$ cat config.mk
export PLATFORM = sky130hd
export DESIGN_NAME = oser4_word_feeder
export DESIGN_NICKNAME = d
export VERILOG_FILES = /design/src/rtl/oser4_word_feeder.sv
export SDC_FILE = /design/constraint.sdc
export NUM_CORES = 1
export LEC_CHECK = 0
export BUFFER_PORTS_ARGS = -buffer_cell sky130_fd_sc_hd__buf_4
export CAP_MARGIN = 20
export CELL_PAD_IN_SITES_DETAIL_PLACEMENT = 1
export CELL_PAD_IN_SITES_GLOBAL_PLACEMENT = 1
export CORE_UTILIZATION = 45
export CTS_CLUSTER_SIZE = 16
export DETAILED_ROUTE_END_ITERATION = 10
export GPL_TIMING_DRIVEN = 1
export PLACE_DENSITY = 0.89
export SLEW_MARGIN = 40
export SYNTH_ARGS = -nofsm -noshare
export SYNTH_HDL_FRONTEND = slang
export SYNTH_SLANG_ARGS = --single-unit
$ cat constraint.sdc
create_clock -name clk -period 3.35 [get_ports clk]
set_clock_uncertainty 0.1 [all_clocks]
set_input_delay 0.335 -clock clk [delete_from_list [all_inputs] [get_ports clk]]
set_output_delay 0.335 -clock clk [all_outputs]
set_load 0.01 [all_outputs]
$ cat src/rtl/oser4_word_feeder.sv
// Feeder for a 4:1 output serializer (OSER4 class).
// Accepts parallel words on a valid/ready stream, slices each into 4-bit
// nibbles (nibble 0 first), and drives the serializer tristate controls with
// a programmable lead/trail drive window around each burst.
//
// Ports:
//   clk          parallel clock (serializer PCLK), rising edge
//   rst          synchronous active-high reset
//   s_data       word to serialize; s_data[3:0] goes out first
//   s_last       final word of a burst
//   s_valid      word present
//   s_ready      word accepted on edge where s_valid & s_ready (combinational)
//   d            nibble to serializer D3..D0 (registered)
//   tx           serializer TX1..TX0; 2'b11 tristate, 2'b00 driven (registered)
//   busy         high outside IDLE (registered)
//   underrun_cnt saturating count of bursts ended by underrun (registered)
module oser4_word_feeder #(
  parameter int unsigned WORD_W   = 16,
  parameter logic [3:0]  IDLE_PAT = 4'b0000,
  parameter int unsigned TX_LEAD  = 1,
  parameter int unsigned TX_TRAIL = 1
) (
  input  logic              clk,
  input  logic              rst,
  input  logic [WORD_W-1:0] s_data,
  input  logic              s_last,
  input  logic              s_valid,
  output logic              s_ready,
  output logic [3:0]        d,
  output logic [1:0]        tx,
  output logic              busy,
  output logic [7:0]        underrun_cnt
);

  localparam int unsigned N     = WORD_W / 4;
  localparam int unsigned IDX_W = (N > 1) ? $clog2(N) : 1;
  localparam int unsigned CNT_W = 4;

  localparam logic [IDX_W-1:0] IDX_LAST   = IDX_W'(N - 1);
  localparam logic [CNT_W-1:0] LEAD_INIT  = CNT_W'(TX_LEAD);
  localparam logic [CNT_W-1:0] TRAIL_INIT = CNT_W'(TX_TRAIL);

  typedef enum logic [1:0] {
    ST_IDLE,
    ST_LEAD,
    ST_DATA,
    ST_TRAIL
  } state_t;

  state_t              state_q, state_nxt;
  logic [IDX_W-1:0]    idx_q, idx_nxt;
  logic [CNT_W-1:0]    cnt_q, cnt_nxt;
  logic [WORD_W-1:0]   word_q, word_nxt;
  logic                last_q, last_nxt;
  logic [3:0]          d_q, d_nxt;
  logic [1:0]          tx_q, tx_nxt;
  logic                busy_q, busy_nxt;
  logic [7:0]          ucnt_q, ucnt_nxt;
  logic                accept;

  // Ready depends only on state/index so upstream never sees a valid->ready path.
  assign s_ready = !rst && ((state_q == ST_IDLE) ||
                            ((state_q == ST_DATA) && (idx_q == IDX_LAST) && !last_q));
  assign accept  = s_valid && s_ready;

  // State and registered outputs.
  always_ff @(posedge clk) begin
    if (rst) begin
      state_q <= ST_IDLE;
      idx_q   <= '0;
      cnt_q   <= '0;
      word_q  <= '0;
      last_q  <= 1'b0;
      d_q     <= IDLE_PAT;
      tx_q    <= 2'b11;
      busy_q  <= 1'b0;
      ucnt_q  <= '0;
    end else begin
      state_q <= state_nxt;
      idx_q   <= idx_nxt;
      cnt_q   <= cnt_nxt;
      word_q  <= word_nxt;
      last_q  <= last_nxt;
      d_q     <= d_nxt;
      tx_q    <= tx_nxt;
      busy_q  <= busy_nxt;
      ucnt_q  <= ucnt_nxt;
    end
  end

  // Next-state logic; outputs are decoded from the next state so the
  // registered d/tx line up with the state they describe.
  always_comb begin
    state_nxt = state_q;
    idx_nxt   = idx_q;
    cnt_nxt   = cnt_q;
    word_nxt  = word_q;
    last_nxt  = last_q;
    ucnt_nxt  = ucnt_q;

    case (state_q)
      ST_IDLE: begin
        if (accept) begin
          word_nxt = s_data;
          last_nxt = s_last;
          idx_nxt  = '0;
          if (TX_LEAD == 0) begin
            state_nxt = ST_DATA;
          end else begin
            state_nxt = ST_LEAD;
            cnt_nxt   = LEAD_INIT;
          end
        end
      end

      ST_LEAD: begin
        if (cnt_q <= CNT_W'(1)) begin
          state_nxt = ST_DATA;
          idx_nxt   = '0;
          cnt_nxt   = '0;
        end else begin
          cnt_nxt = cnt_q - CNT_W'(1);
        end
      end

      ST_DATA: begin
        if (idx_q == IDX_LAST) begin
          if (accept) begin
            // Seamless continuation: next word's nibble 0 follows immediately.
            word_nxt = s_data;
            last_nxt = s_last;
            idx_nxt  = '0;
          end else begin
            // Either a real last word or an underrun; both close the burst.
            if (!last_q && (ucnt_q != 8'hFF)) begin
              ucnt_nxt = ucnt_q + 8'd1;
            end
            idx_nxt = '0;
            if (TX_TRAIL == 0) begin
              state_nxt = ST_IDLE;
            end else begin
              state_nxt = ST_TRAIL;
              cnt_nxt   = TRAIL_INIT;
            end
          end
        end else begin
          idx_nxt = idx_q + IDX_W'(1);
        end
      end

      ST_TRAIL: begin
        if (cnt_q <= CNT_W'(1)) begin
          state_nxt = ST_IDLE;
          cnt_nxt   = '0;
        end else begin
          cnt_nxt = cnt_q - CNT_W'(1);
        end
      end

      default: begin
        state_nxt = ST_IDLE;
      end
    endcase

    tx_nxt   = (state_nxt == ST_IDLE) ? 2'b11 : 2'b00;
    busy_nxt = (state_nxt != ST_IDLE);
    d_nxt    = (state_nxt == ST_DATA) ? 4'(word_nxt >> {idx_nxt, 2'b00}) : IDLE_PAT;
  end

  assign d            = d_q;
  assign tx           = tx_q;
  assign busy         = busy_q;
  assign underrun_cnt = ucnt_q;

endmodule
==> results.json, run 1 <==
{
  "status": "complete, no violations",
  "syn-num-nets": 231,
  "final_antenna_net_count": 0,
  "cts_buffers": 5,
  "path_clk_slew_ns": 0.08,
  "synth_edf_count": 0,
  "cts_tree": "yes",
  "gp_congestion": 0.7934,
  "syn_area_um2": 1951,
  "overflow": 0,
  "clock_tree.root_cell": "clkbuf_8",
  "intPower_w": 0.0007641,
  "num_rows": 23,
  "wl_mm": 4.509,
  "vias_per_cell": 5.530,
  "finalCriticalPeriod_ns": 2.391,
  "first_iter_violations": 64,
  "fp.dieArea_um2": 4602,
  "num_io_pins": 36,
  "drt_pre_antenna_iters": 4,
  "wl_per_cell_um": 15.71,
  "seq_power_share_pct": 48.6,
  "synth-main-ff-cell": "dfxtp_1",
  "track_usage_pct": 21.02,
  "vdd_drop_max_uv": 279.2,
  "total_power_w": 0.001073,
  "async_reset_ff_share_pct": 0,
  "setup-violations-final": 0,
  "rsz0062_at_grt": "no",
  "worstPathMaxFanout": 16,
  "cts_setup_buffers": 0,
  "worstHoldPathType": "input port to flip-flop",
  "start_kind": "flip-flop",
  "cts_max_level": 2,
  "cts_hold_buf": 0,
  "fmax_mhz": 418.2,
  "switchingPower_w": 0.0003094,
  "clockBufferDepth": 2,
  "drive_gt1_share_pct": 23.63,
  "end_kind": "flip-flop",
  "cts.sinks": 39,
  "grt_pass1_wl_mm": 7.072,
  "synth.top_cells.by_area": "dfxtp_1 (40%), mux2i_1 (8.7%), nor2_1 (6.5%)",
  "fin_tns_setup_ns": 0,
  "vias": 1587,
  "grt_pass1_vias": 1532,
  "synth_seq_cells": 39,
  "p_leak_nw": 0.9312,
  "initial_utilization_pct": 47.73,
  "drc_errors": 0,
  "synth.distinct_cells": 50,
  "dieHeight_um": 67.84,
  "cp.required_ns": 3.48,
  "yosys_warnings": 0,
  "portBuffers": 35,
  "power_density_nw_per_um2": 468.3,
  "coreArea_um2": 4086,
  "post-route-period-util_pct": 71.38,
  "nNetsFinal": 261,
  "antenna_found_initial": 0,
  "switching_share_pct": 28.82,
  "syn_avg_cell_area_um2": 9.423,
  "slew_headroom_pct": 55.51,
  "diodes": 0,
  "crit_arrival_ns": 2.52,
  "clock_latency_ns": 0.29,
  "grt_max_degree": 37,
  "dieWidth_um": 67.84,
  "ys_seq_area_share_pct": 40.03,
  "cts_resized": 0,
  "reg2reg_slack_ns": 0.96,
  "area.growth.synth_to_final_pct": 17.51,
  "worst_slew_pin_slew_ns": 0.6664,
  "clkPwrFrac_pct": 30.3,
  "hold-path-cell-count": 3,
  "synth_top_area_share_pct": 40.03,
  "maxSlewViolCount": 0,
  "hpwl_mm": 3.246,
  "combPwrFrac_pct": 21.1,
  "synthCells": 207,
  "yosysTopAreaCell": "dfxtp_1",
  "worstRegToRegCells": 5,
  "hold_viol": 0,
  "crit_type": "flip-flop to flip-flop",
  "cap_violations": 0
}
[sequential cells by signal (all words and copies together) (netlist names)]
name	flops
busy	1
cnt_q	4
d	4
idx_q	2
last_q	1
state_q	2
tx	1
underrun_cnt	8
word_q	16
[worst max-delay path, cell delays in order, from the launching register on]
cell and delay, ns:
dfxtp_1 0.75, buf_4 0.33, o31a_1 0.22, a221o_1 0.40
mux2_2 0.40, o22ai_2 0.13
[cells by family after synthesis]
logic type,after synthesis,synth area share [%]
simple gates,88,24.95
flops,39,40.03
mux,26,14.11
compound gates,24,8.980
buf+inv,18,5.773
xor+xnor,8,3.592
fa+ha+maj,4,2.566
[placed cells by master (no fill, tap or decap), types with 3 or more instances in the layout]
cell type,n
dfxtp_1,39
ha_1,4
nor2b_1,3
mux2_2,6
and3_1,3
clkbuf_8,6
nor2_1,34
o22ai_1,3
nand3_1,7
inv_1,3
nor3b_1,16
a21oi_1,5
buf_4,38
mux2i_1,17
nand2_1,7
xor2_1,8
[path summary, 6_finish.rpt]
check | from | to
worst max register to register | state_q[0] | d[1]
worst min-delay path | s_last | last_q
worst min register to register | underrun_cnt[1] | underrun_cnt[1]
worst max-delay path | state_q[0] | d[1]
[area by class of cell]
cell class | instances | area [um2]
well taps | 50 | 62.56
clock inverters | 1 | 5.005
repair buffers | 38 | 285.3
multi-input cells | 150 | 1065
clock buffers | 6 | 82.58
fillers | 504 | 1794
flip-flops and latches | 39 | 780.7
inverters | 3 | 11.26
[Yosys cell counts (all sizes together), types with 5 or more instances]
library cell	n
nand2	7
mux2	9
a21oi	5
clkbuf	7
nor2	35
xor2	8
mux2i	17
buf	8
nor3b	16
nand3	7
dfxtp	39
[power by group through the flow]
stage,Clock (W),Combinational (W),Sequential [W]
after floorplan,0,0.000172,0.000519
after CTS,0.000331,0.000229,0.000521
after global placement,0,0.000220,0.000529
after global routing,0.000352,0.000250,0.000525
after detailed placement,0,0.000227,0.000532
final,0.000326,0.000226,0.000521
[metal layers]
layer  track usage (%)  part of all wire [%]  wire (um)
met3             4.667                   4.1        184
met5                 0                     0          0
met1             24.87                    46       2070
met2             36.51                    48       2185
met4             8.594                   1.5         69
[metrics by stage]
stage	worst slack [ns]	instance area [um2]	utilization [%]	hold slack, ns	instances
after floorplan	1.369	1951	-	0.3496	207
after global placement	1.090	2205	53.95	0.3771	280
after global routing	0.8250	2292	56.09	0.2217	287
after CTS	0.9635	2292	56.09	0.1829	287
final	0.9589	2292	56.09	0.1905	287
after detailed placement	0.9790	2205	53.95	0.3921	280
Power figures use the tool's default switching activity.
==> run 2: changes to the inputs <==
--- a/config.mk
+++ b/config.mk
@@ -9,11 +9,11 @@
 export CAP_MARGIN = 20
 export CELL_PAD_IN_SITES_DETAIL_PLACEMENT = 1
 export CELL_PAD_IN_SITES_GLOBAL_PLACEMENT = 1
-export CORE_UTILIZATION = 45
+export CORE_UTILIZATION = 42
 export CTS_CLUSTER_SIZE = 16
 export DETAILED_ROUTE_END_ITERATION = 10
 export GPL_TIMING_DRIVEN = 1
-export PLACE_DENSITY = 0.89
+export PLACE_DENSITY = 0.84
 export SLEW_MARGIN = 40
 export SYNTH_ARGS = -nofsm -noshare
 export SYNTH_HDL_FRONTEND = slang
==> constraint.sdc (replaced) <==
create_clock -name clk -period 2.3 [get_ports clk]
set_clock_uncertainty 0.1 [all_clocks]
set_input_delay 0.23 -clock clk [delete_from_list [all_inputs] [get_ports clk]]
set_output_delay 0.23 -clock clk [all_outputs]
set_load 0.01 [all_outputs]
==> results.json, run 2 (synthesized netlist as in run 1, its figures left out) <==
{
  "worstPathMaxFanout": 9,
  "initial_utilization_pct": 44.19,
  "setup-violations-final": 0,
  "worstHoldPathType": "input port to flip-flop",
  "switchingPower_w": 0.0004253,
  "cts_buffers": 5,
  "p_leak_nw": 0.9586,
  "final_cell_mix": "buf_4 (42), dfxtp_1 (39), nor2_1 (34), mux2i_1 (17), nor3b_1 (16)",
  "switching_share_pct": 27.40,
  "finalCriticalPeriod_ns": 2.157,
  "cts_tree": "yes",
  "first_iter_violations": 75,
  "fill_cells": 523,
  "critPathSlowestCell": "a221o_2",
  "vdd_drop_max_uv": 352.5,
  "slew_headroom_pct": 58.07,
  "final_common_cell": "buf_4",
  "diodes": 0,
  "gp_congestion": 0.7573,
  "cts_setup_buffers": 0,
  "hpwl_mm": 3.031,
  "largest_register_ffs": 16,
  "combPwrFrac_pct": 23.0,
  "portBuffers": 35,
  "final_antenna_net_count": 0,
  "nNetsFinal": 266,
  "cts_resized": 0,
  "clockBufferDepth": 2,
  "num_rows": 24,
  "post-route-period-util_pct": 93.79,
  "regMostFlops": "word_q",
  "hold_viol": 0,
  "status": "complete, no violations",
  "grt_use_met2_pct": 33.01,
  "start_kind": "flip-flop",
  "cts.sinks": 39,
  "wl_per_cell_um": 14.44,
  "cap_violations": 0,
  "area.growth.synth_to_final_pct": 20.27,
  "cpPeakStageDelay_ns": 0.51,
  "fmax_mhz": 463.6,
  "crit_type": "flip-flop to flip-flop",
  "power_density_nw_per_um2": 661.5,
  "worst_slew_pin_slew_ns": 0.6247,
  "wl_mm": 4.245,
  "dieHeight_um": 70.15,
  "coreArea_um2": 4414,
  "fin_tns_setup_ns": 0,
  "grt_util_met1_pct": 21.97,
  "clock_latency_ns": 0.28,
  "path_clk_slew_ns": 0.07,
  "vias_per_cell": 5.476,
  "clock_tree.root_cell": "clkbuf_8",
  "intPower_w": 0.001127,
  "hold_ws_ns": 0.09671,
  "grt_max_degree": 22,
  "seq_power_share_pct": 47.8,
  "grt_pass1_wl_mm": 7.272,
  "grt_busiest_layer": "met2",
  "clkPwrFrac_pct": 29.2,
  "critical_path.top_delay_family": "compound AO/OA/AOI/OAI gates",
  "num_io_pins": 36,
  "dieWidth_um": 70.15,
  "rsz0062_at_grt": "no",
  "crit_arrival_ns": 2.27,
  "reg2reg_slack_ns": 0.14,
  "drive_gt1_share_pct": 25.62,
  "cp.required_ns": 2.41,
  "antenna_found_initial": 0,
  "drc_errors": 0,
  "grt_pass1_vias": 1641,
  "critPathBufInv": 1,
  "track_usage_pct": 18.66,
  "vias": 1610,
  "cp_cell_sequence": "inv_1, ha_1, nor2_2, o31a_1, a221o_2, mux2_1, o22ai_1",
  "cts_hold_buf": 0,
  "use_met3_pct": 4.185,
  "end_kind": "flip-flop",
  "maxSlewViolCount": 0,
  "drt_pre_antenna_iters": 4,
  "cts_max_level": 2,
  "overflow": 0,
  "fp.dieArea_um2": 4921
}
## run 2: per-layer routing
layer  share of wire, %  wire length (um)
met1                 46              1952
met2                 48              2055
met3                3.9               165
met4                1.7                72
met5                  0                 0
## run 2: through the flow
step | cell area [um2] | std cells | total power [W] | worst slack (ns) | utilization (%)
2_1_floorplan | 1951 | 207 | 0.001007 | 0.3191 | -
3_3_place_gp | 2257 | 287 | 0.001106 | 0.1930 | 51.13
3_5_place_dp | 2257 | 287 | 0.001119 | 0.08021 | 51.13
4_1_cts | 2345 | 294 | 0.001577 | 0.07733 | 53.12
5_1_grt | 2346 | 294 | 0.001637 | 0.02689 | 53.15
6_report | 2346 | 294 | 0.001552 | 0.1429 | 53.15
## run 2: path summary, 6_finish.rpt
check / startpoint / endpoint / cells past startpoint
min: s_last / last_q / 3
max reg2reg: cnt_q[0] / d[0] / 7
min reg2reg: word_q[10] / word_q[10] / 2
max: cnt_q[0] / d[0] / 7
## run 2: layout make-up
type | count | area, um2 | share of cell area (%)
multi-input cells | 150 | 1066 | 45.44
flip-flops and latches | 39 | 780.7 | 33.28
repair buffers | 43 | 335.3 | 14.29
clock buffers | 6 | 82.58 | 3.520
well taps | 52 | 65.06 | 2.773
inverters | 3 | 11.26 | 0.4800
clock inverters | 1 | 5.005 | 0.2133
## run 2: worst register-to-register path, cell delays in order, from the launching register on
cell and delay (ns):
dfxtp_1 0.33, inv_1 0.10, ha_1 0.20, nor2_2 0.08, o31a_1 0.28, a221o_2 0.51, mux2_1 0.34, o22ai_1 0.15
## run 2: power by group through the flow
stage / Combinational (W) / Sequential, W / Clock (W)
after floorplan: 0.000251 / 0.000756 / 0
after global placement: 0.000351 / 0.000754 / 0
after detailed placement: 0.000362 / 0.000756 / 0
after CTS: 0.000364 / 0.000741 / 0.000471
after global routing: 0.000398 / 0.000745 / 0.000494
final: 0.000357 / 0.000741 / 0.000453
